`config.mk`:
```
export PLATFORM = sky130hd
export DESIGN_NAME = alu_issue_ctrl
export DESIGN_NICKNAME = d
export VERILOG_FILES = /design/src/rtl/alu_issue_pkg.sv /design/src/rtl/alu_issue_fifo.sv /design/src/rtl/alu_issue_ctrl.sv
export SDC_FILE = /design/constraint.sdc
export NUM_CORES = 1
export LEC_CHECK = 0
export CORE_MARGIN = 4
export CORE_UTILIZATION = 49
export CTS_BUF_LIST = sky130_fd_sc_hd__clkbuf_4
export CTS_CLUSTER_SIZE = 20
export DETAILED_ROUTE_END_ITERATION = 6
export PLACE_DENSITY = 0.81
export SKIP_CTS_REPAIR_TIMING = 1
export SYNTH_ARGS = -nofsm -noshare
export SYNTH_HDL_FRONTEND = slang
export SYNTH_SLANG_ARGS = --single-unit
```
`constraint.sdc`:
```
create_clock -name clk -period 2.2 [get_ports clk]
set_input_delay 0.44 -clock clk [delete_from_list [all_inputs] [get_ports clk]]
set_output_delay 0.44 -clock clk [all_outputs]
set_load 0.005 [all_outputs]
```
`src/rtl/alu_issue_pkg.sv`:
```
// alu_issue_pkg: opcodes, FSM state encoding and command-word width for the ALU issue stage
package alu_issue_pkg;
  localparam logic [1:0] OP_ADD = 2'b00;
  localparam logic [1:0] OP_SUB = 2'b01;
  localparam logic [1:0] OP_AND = 2'b10;
  localparam logic [1:0] OP_SHR = 2'b11;
  typedef enum logic [1:0] {IDLE = 2'd0, EXEC = 2'd1, HOLD = 2'd2} state_t;
  function automatic int cmd_w(input int dw);
    return 2 + 2 * dw;
  endfunction
endpackage

```
`src/rtl/alu_issue_fifo.sv`:
```
// alu_issue_fifo: synchronous FIFO (push/pop, full/empty, count) parameterised by W and DEPTH
module alu_issue_fifo #(
  parameter int W = 8,
  parameter int DEPTH = 2
) (
  input  logic                     clk,
  input  logic                     rst,
  input  logic                     push,
  input  logic                     pop,
  input  logic [W-1:0]             din,
  output logic [W-1:0]             dout,
  output logic                     full,
  output logic                     empty,
  output logic [$clog2(DEPTH):0]   count
);
  localparam int AW = $clog2(DEPTH);
  logic [W-1:0] mem [DEPTH];
  logic [AW-1:0] wp, rp;
  logic do_push, do_pop;
  assign full = count == (AW+1)'(DEPTH);
  assign empty = count == '0;
  assign do_push = push && !full;
  assign do_pop = pop && !empty;
  assign dout = mem[rp];
  always_ff @(posedge clk)
    if (do_push) mem[wp] <= din;
  always_ff @(posedge clk)
    if (rst) begin
      wp <= '0;
      rp <= '0;
      count <= '0;
    end else begin
      if (do_push) wp <= wp + AW'(1);
      if (do_pop) rp <= rp + AW'(1);
      count <= count + (AW+1)'(do_push) - (AW+1)'(do_pop);
    end
endmodule

```
`src/rtl/alu_issue_ctrl.sv`:
```
// alu_issue_ctrl: FIFO-buffered issue stage driving a combinational ALU and registering its result; ALU_ISSUE_ZFLAG_EN adds res_zero
module alu_issue_ctrl
  import alu_issue_pkg::*;
#(
  parameter int DW = 3,
  parameter int DEPTH = 2
) (
  input  logic          clk,
  input  logic          rst,
  input  logic          cmd_valid,
  output logic          cmd_ready,
  input  logic [1:0]    cmd_op,
  input  logic [DW-1:0] cmd_a,
  input  logic [DW-1:0] cmd_b,
  output logic [DW-1:0] alu_din0,
  output logic [DW-1:0] alu_din1,
  output logic [1:0]    alu_sel,
  input  logic [DW-1:0] alu_dout,
  output logic          res_valid,
  input  logic          res_ready,
  output logic [DW-1:0] res_data,
  output logic [1:0]    res_op
`ifdef ALU_ISSUE_ZFLAG_EN
  , output logic        res_zero
`endif
);
  localparam int CW = cmd_w(DW);
  state_t state;
  logic [CW-1:0] head;
  logic full, empty;
  logic [$clog2(DEPTH):0] count;
  logic exec;
  assign exec = state == EXEC;
  assign cmd_ready = !full;
  assign res_valid = state == HOLD;
  alu_issue_fifo #(.W(CW), .DEPTH(DEPTH)) u_fifo (
    .clk(clk),
    .rst(rst),
    .push(cmd_valid),
    .pop(exec),
    .din({cmd_op, cmd_a, cmd_b}),
    .dout(head),
    .full(full),
    .empty(empty),
    .count(count)
  );
  always_comb begin
    alu_sel = exec ? head[CW-1 -: 2] : '0;
    alu_din0 = exec ? head[2*DW-1 -: DW] : '0;
    alu_din1 = exec ? head[DW-1:0] : '0;
  end
  always_ff @(posedge clk)
    if (rst) begin
      state <= IDLE;
      res_data <= '0;
      res_op <= '0;
`ifdef ALU_ISSUE_ZFLAG_EN
      res_zero <= 1'b0;
`endif
    end else begin
      case (state)
        IDLE: state <= empty ? IDLE : EXEC;
        EXEC: begin
          res_data <= alu_dout;
          res_op <= head[CW-1 -: 2];
`ifdef ALU_ISSUE_ZFLAG_EN
          res_zero <= alu_dout == '0;
`endif
          state <= HOLD;
        end
        HOLD: state <= !res_ready ? HOLD : (count == '0 ? IDLE : EXEC);
        default: state <= IDLE;
      endcase
    end
endmodule

```
# After elaboration in Yosys (flattened, before gate mapping)
# Memories as Yosys holds them, arrays and structs flattened. A register that Yosys moved wholly into a read port is not among the register bits.
# Cells that the tools add are included.
[classes] addsub=4 eq_ne=3 muxes=10 n_reduce_logical=6
[op_table] operator="$mux W3" n=2
[op_table] operator="$pmux W2 S3" n=1
[op_table] operator="$mux W1" n=5
[op_table] operator="$eq A2 B2 Y1 const B" n=2
[op_table] operator="$logic_not A2 Y1" n=2
[op_table] operator="$mux W2" n=2
[op_table] operator="$add A1 B1 Y1 const B" n=2
[op_table] operator="$add A2 B1 Y2" n=1
[op_table] operator="$eq A2 B1 Y1 const B" n=1
[op_table] operator="$logic_and A1 B1 Y1" n=2
[op_table] operator="$logic_not A1 Y1" n=2
[op_table] operator="$sub A2 B1 Y2" n=1
[totals] register_bits=11 ramBits=16 inputBits=15 output_inout_bits=15 wordCells=30 n_memories=1
[memory_table] name="u_fifo.mem" words=2 width=8 read_ports=1 rd_clocked_by_memory_dff=1 write_ports=1 line="alu_issue_fifo.sv:17" source="logic [W-1:0] mem [DEPTH];"

# Logic depth before layout (Yosys ltp)
[depth] depth_word=5 ltp_mapped=9 ltp_nobuf=8

# By module
# From an unflattened synthesis, not the netlist that was laid out.
[hier_totals] hier_cells=92 area_unflattened_um2=1131.1
[by_module_without_submodules] mod="alu_issue_fifo" n_inst=1 cells_each=52 area_per_inst_um2=810.8 seq_area_each_um2=580.6
[by_module_without_submodules] mod="alu_issue_ctrl" n_inst=1 cells_each=40 area_per_inst_um2=320.3 seq_area_each_um2=140.1

# Worst setup path before layout
# OpenSTA, ideal clock, no wires.
[synth_path] kind="flip-flop to flip-flop" from="register state[1]" to="register u_fifo.count[1]" setup_time_ns=0.078 arrival_time_ns=1.693 required_time_ns=2.122 path_slack_ns=0.429 path_stages_with_launch=10 path_buffers=1 period_less_slack_ns=1.771 cell_sequence="dfxtp_1 nand2b_4 clkbuf_1 nor2_1 ha_1 inv_1 ha_1 xor2_1 and2_1 nor3_1"
[synth_between] elab_chain_len=3
[synth_lines] item="start, declared" line="alu_issue_ctrl.sv:28" source="state_t state;"
[synth_lines] item="start signal, assigned" line="alu_issue_ctrl.sv:62" source="IDLE: state <= empty ? IDLE : EXEC;"
[synth_lines] item="start signal, assigned" line="alu_issue_ctrl.sv:71" source="HOLD: state <= !res_ready ? HOLD : (count == '0 ? IDLE : EXEC);"
[synth_lines] item="$eq A2 B1 Y1" line="alu_issue_ctrl.sv:33" source="assign exec = state == EXEC;"
[synth_lines] item="$logic_and A1 B1 Y1" line="alu_issue_fifo.sv:23" source="assign do_pop = pop && !empty;"
[synth_lines] item="via u_fifo.do_pop" line="alu_issue_fifo.sv:19" source="logic do_push, do_pop;"
[synth_lines] item="$sub A2 B1 Y2" line="alu_issue_fifo.sv:35" source="count <= count + (AW+1)'(do_push) - (AW+1)'(do_pop);"
[synth_lines] item="end signal, assigned" line="alu_issue_fifo.sv:35"
[synth_lines] item="end, declared" line="alu_issue_fifo.sv:14" source="output logic [$clog2(DEPTH):0] count"
# The timed path passes the listed nets, and every way through them passes these cells.
# A chain may end at the register's enable or synchronous reset.

# Worst setup path after layout
[layout_path] from="register state[0]" to="output port alu_din0[1]"
[layout_between] elab_chain_len=2
[layout_lines] item="$eq A2 B1 Y1" line="alu_issue_ctrl.sv:33"
[layout_lines] item="$mux W3" line="alu_issue_ctrl.sv:49" source="alu_din0 = exec ? head[2*DW-1 -: DW] : '0;"
[layout_lines] item="end, declared" line="alu_issue_ctrl.sv:15" source="output logic [DW-1:0] alu_din0,"
# No other way between the ends.

==> results.toml <==
[synthesis]
synthTopCellsByArea = "edfxtp_1, dfxtp_1, mux2i_1"
syn_area_mm2 = 0.00110
synthTopCellsByCount = "edfxtp_1, nor2_1, dfxtp_1, mux2i_1"
ys_ff_latch = 28
yosys_warnings = 0
synth_most_common_cell = "edfxtp_1"
synth_edf_count = 16
avgSynthCellArea_um2 = 12.0
synth_nets = 108
synth_cell_type_count = 23
async_flop_share_pct = 0
synth_top_area_share_pct = 43.8
yosysTopAreaCell = "edfxtp_1"
syn_inst = 91
synth_ff_type = "edfxtp_1"
yosysSeqAreaShare_pct = 65.8

[worst_setup_path]
critPathMaxStageDelay_ns = 0.54
cp_max_fo = 15
end_kind = "primary output"
crit_chain = "nand2b_4, nor2_1, clkdlybuf4s50_1"
cpMaxStageDelayCell = "clkdlybuf4s50_1"
worstSetupStartpointType = "flop"
arrival_ns = 1.62
setup.worst_path.class = "reg -> out"
crit_required_ns = 1.76

[placement]
place.gp.congestion = 0.670
dp.cells = 144
port_buffers = 29
place_hpwl_mm = 1.42

[status]
outcome = "complete, no violations"

[clock_network]
cts_buffers = 3
htreeDepth = 1
cts_tree = "done"
clock_path_buffers = 2
numClockSinks = 28
clock_latency_ns = 0.31
path_clk_slew_ns = 0.14
cts-root-buf = "clkbuf_4"

[sta]
period_share_pct = 93.8
max_freq_mhz = 485
timing.final.crit_period_ns = 2.06
hold_viol = 0
fin_skew_ns = 0.00169
tightest_slew_ns = 0.461
finalSetupViolCount = 0
slew_headroom_pct = 69.2
fin_tns_setup_ns = 0
slew_violations = 0
rsz0062_at_grt = "no"

[final_layout]
finalNetCount = 139
stdcell_count = 148
antennaDiodeCount = 0
drive_gt1_share_pct = 5.79
area_delta_synth_final_pct = 33.6

[floorplanning]
io_pins = 30
start_util_pct = 53.7
die-area_mm2 = 0.00306
die_w_um = 55.3
rows = 16
fp.dieH_um = 55.3
core_mm2 = 0.00204

[power_and_ir_drop]
vdd_drop_max_mv = 0.771
power.density_mw_per_mm2 = 1080
p_total_mw = 1.59
p_leak_nw = 0.515

[routing]
wl_mm = 1.96
wl_per_cell_um = 13.2
drt_first_pass_iters = 4
ant_nets = 0
vias = 748
drtIter0Drc = 16
drcViolationCount = 0
via_per_inst = 5.05

[grt]
grt_overflow = 0
antenna_found_initial = 0
grt_pass1_wl_mm = 3.29
grt_max_degree = 17
grt_usage_pct = 13.8
grt_pass1_vias = 748

[job]
max_cap_viol_count = 0

[min_path]
hold_path.class = "reg -> reg"
==> report_power, final <==
| part | leakage [nW] | internal, mW | switching (mW) | total, mW |
|---|---|---|---|---|
| Clock | 0.0279 | 0.184 | 0.137 | 0.321 |
| Combinational | 0.239 | 0.281 | 0.229 | 0.509 |
| Sequential | 0.248 | 0.681 | 0.0739 | 0.755 |
| Total | 0.515 | 1.15 | 0.440 | 1.59 |
==> through the flow <==
| step | setup WS (ns) | hold WS (ns) | util, % | cell area [um^2] |
|---|---|---|---|---|
| after global routing | 0.0421 | 0.503 | 71.7 | 1460 |
| after detailed placement | 0.381 | 0.456 | 69.1 | 1410 |
| after global placement | 0.398 | 0.444 | 69.1 | 1410 |
| after floorplan | 0.429 | 0.453 | - | 1100 |
| final | 0.137 | 0.473 | 71.7 | 1460 |
| after CTS | -0.0248 | 0.474 | 71.6 | 1460 |
==> cell usage in the layout (no fill, tap or decap), drive strengths merged, types with 2 or more instances in the layout <==
cell type / synthesis / final
a211oi: 2 / 2
a21oi: 6 / 6
and2: 2 / 2
clkbuf: 2 / 3
clkdlybuf4s50: 0 / 29
dfxtp: 12 / 12
edfxtp: 16 / 16
ha: 2 / 2
inv: 2 / 2
mux2i: 8 / 8
nand2: 6 / 6
nand2b: 4 / 4
nor2: 14 / 14
nor2b: 4 / 4
o21ai: 2 / 2
==> critical path, delay by kind of cell, from the launching register on <==
kind | cells | cell delay, ns
and+or+nand+nor | 2 | 0.32
DFF | 1 | 0.45
buffers and inverters | 1 | 0.54
==> logic make-up (layout without fill, tap and decap cells) <==
| family | after synthesis | count (layout) | share of synthesized area [%] |
|---|---|---|---|
| simple gates | 36 | 36 | 16.6 |
| flops | 28 | 28 | 65.8 |
| compound gates | 10 | 10 | 5.02 |
| mux | 8 | 8 | 7.31 |
| buf+inv | 6 | 36 | 2.28 |
| fa+ha+maj | 2 | 2 | 2.28 |
| xor+xnor | 1 | 1 | 0.799 |
==> state kept, by name, indices dropped and copies added (netlist names), named ones only <==
register	count
u_fifo.wp	1
res_op	2
state	2
res_data	3
u_fifo.mem	16
u_fifo.count	2
u_fifo.rp	1
==> worst paths after layout <==
kind	from	end	slack (ns)	cells past startpoint
hold / removal	res_data[1]	res_data[1]	0.47	2
setup / recovery	state[0]	alu_din0[1]	0.14	3
hold reg to reg	res_data[1]	res_data[1]	0.47	2
setup reg to reg	state[1]	u_fifo.count[1]	0.51	8
==> per-layer routing <==
metal | global-route usage [%] | part of all wire [%]
met3 | 3.50 | 5.0
met2 | 25.5 | 53
met4 | 5.21 | 1.3
met5 | 0 | 0
met1 | 14.9 | 40
==> area by class of cell <==
type / count / area (um^2)
Sequential cell: 28 / 722
Timing Repair Buffer: 30 / 298
Inverter: 2 / 7.51
Tap cell: 27 / 33.8
Fill cell: 172 / 578
Clock inverter: 1 / 30.0
Multi-Input combinational cell: 57 / 350
Clock buffer: 3 / 22.5
(Power assumes the default switching activity.)
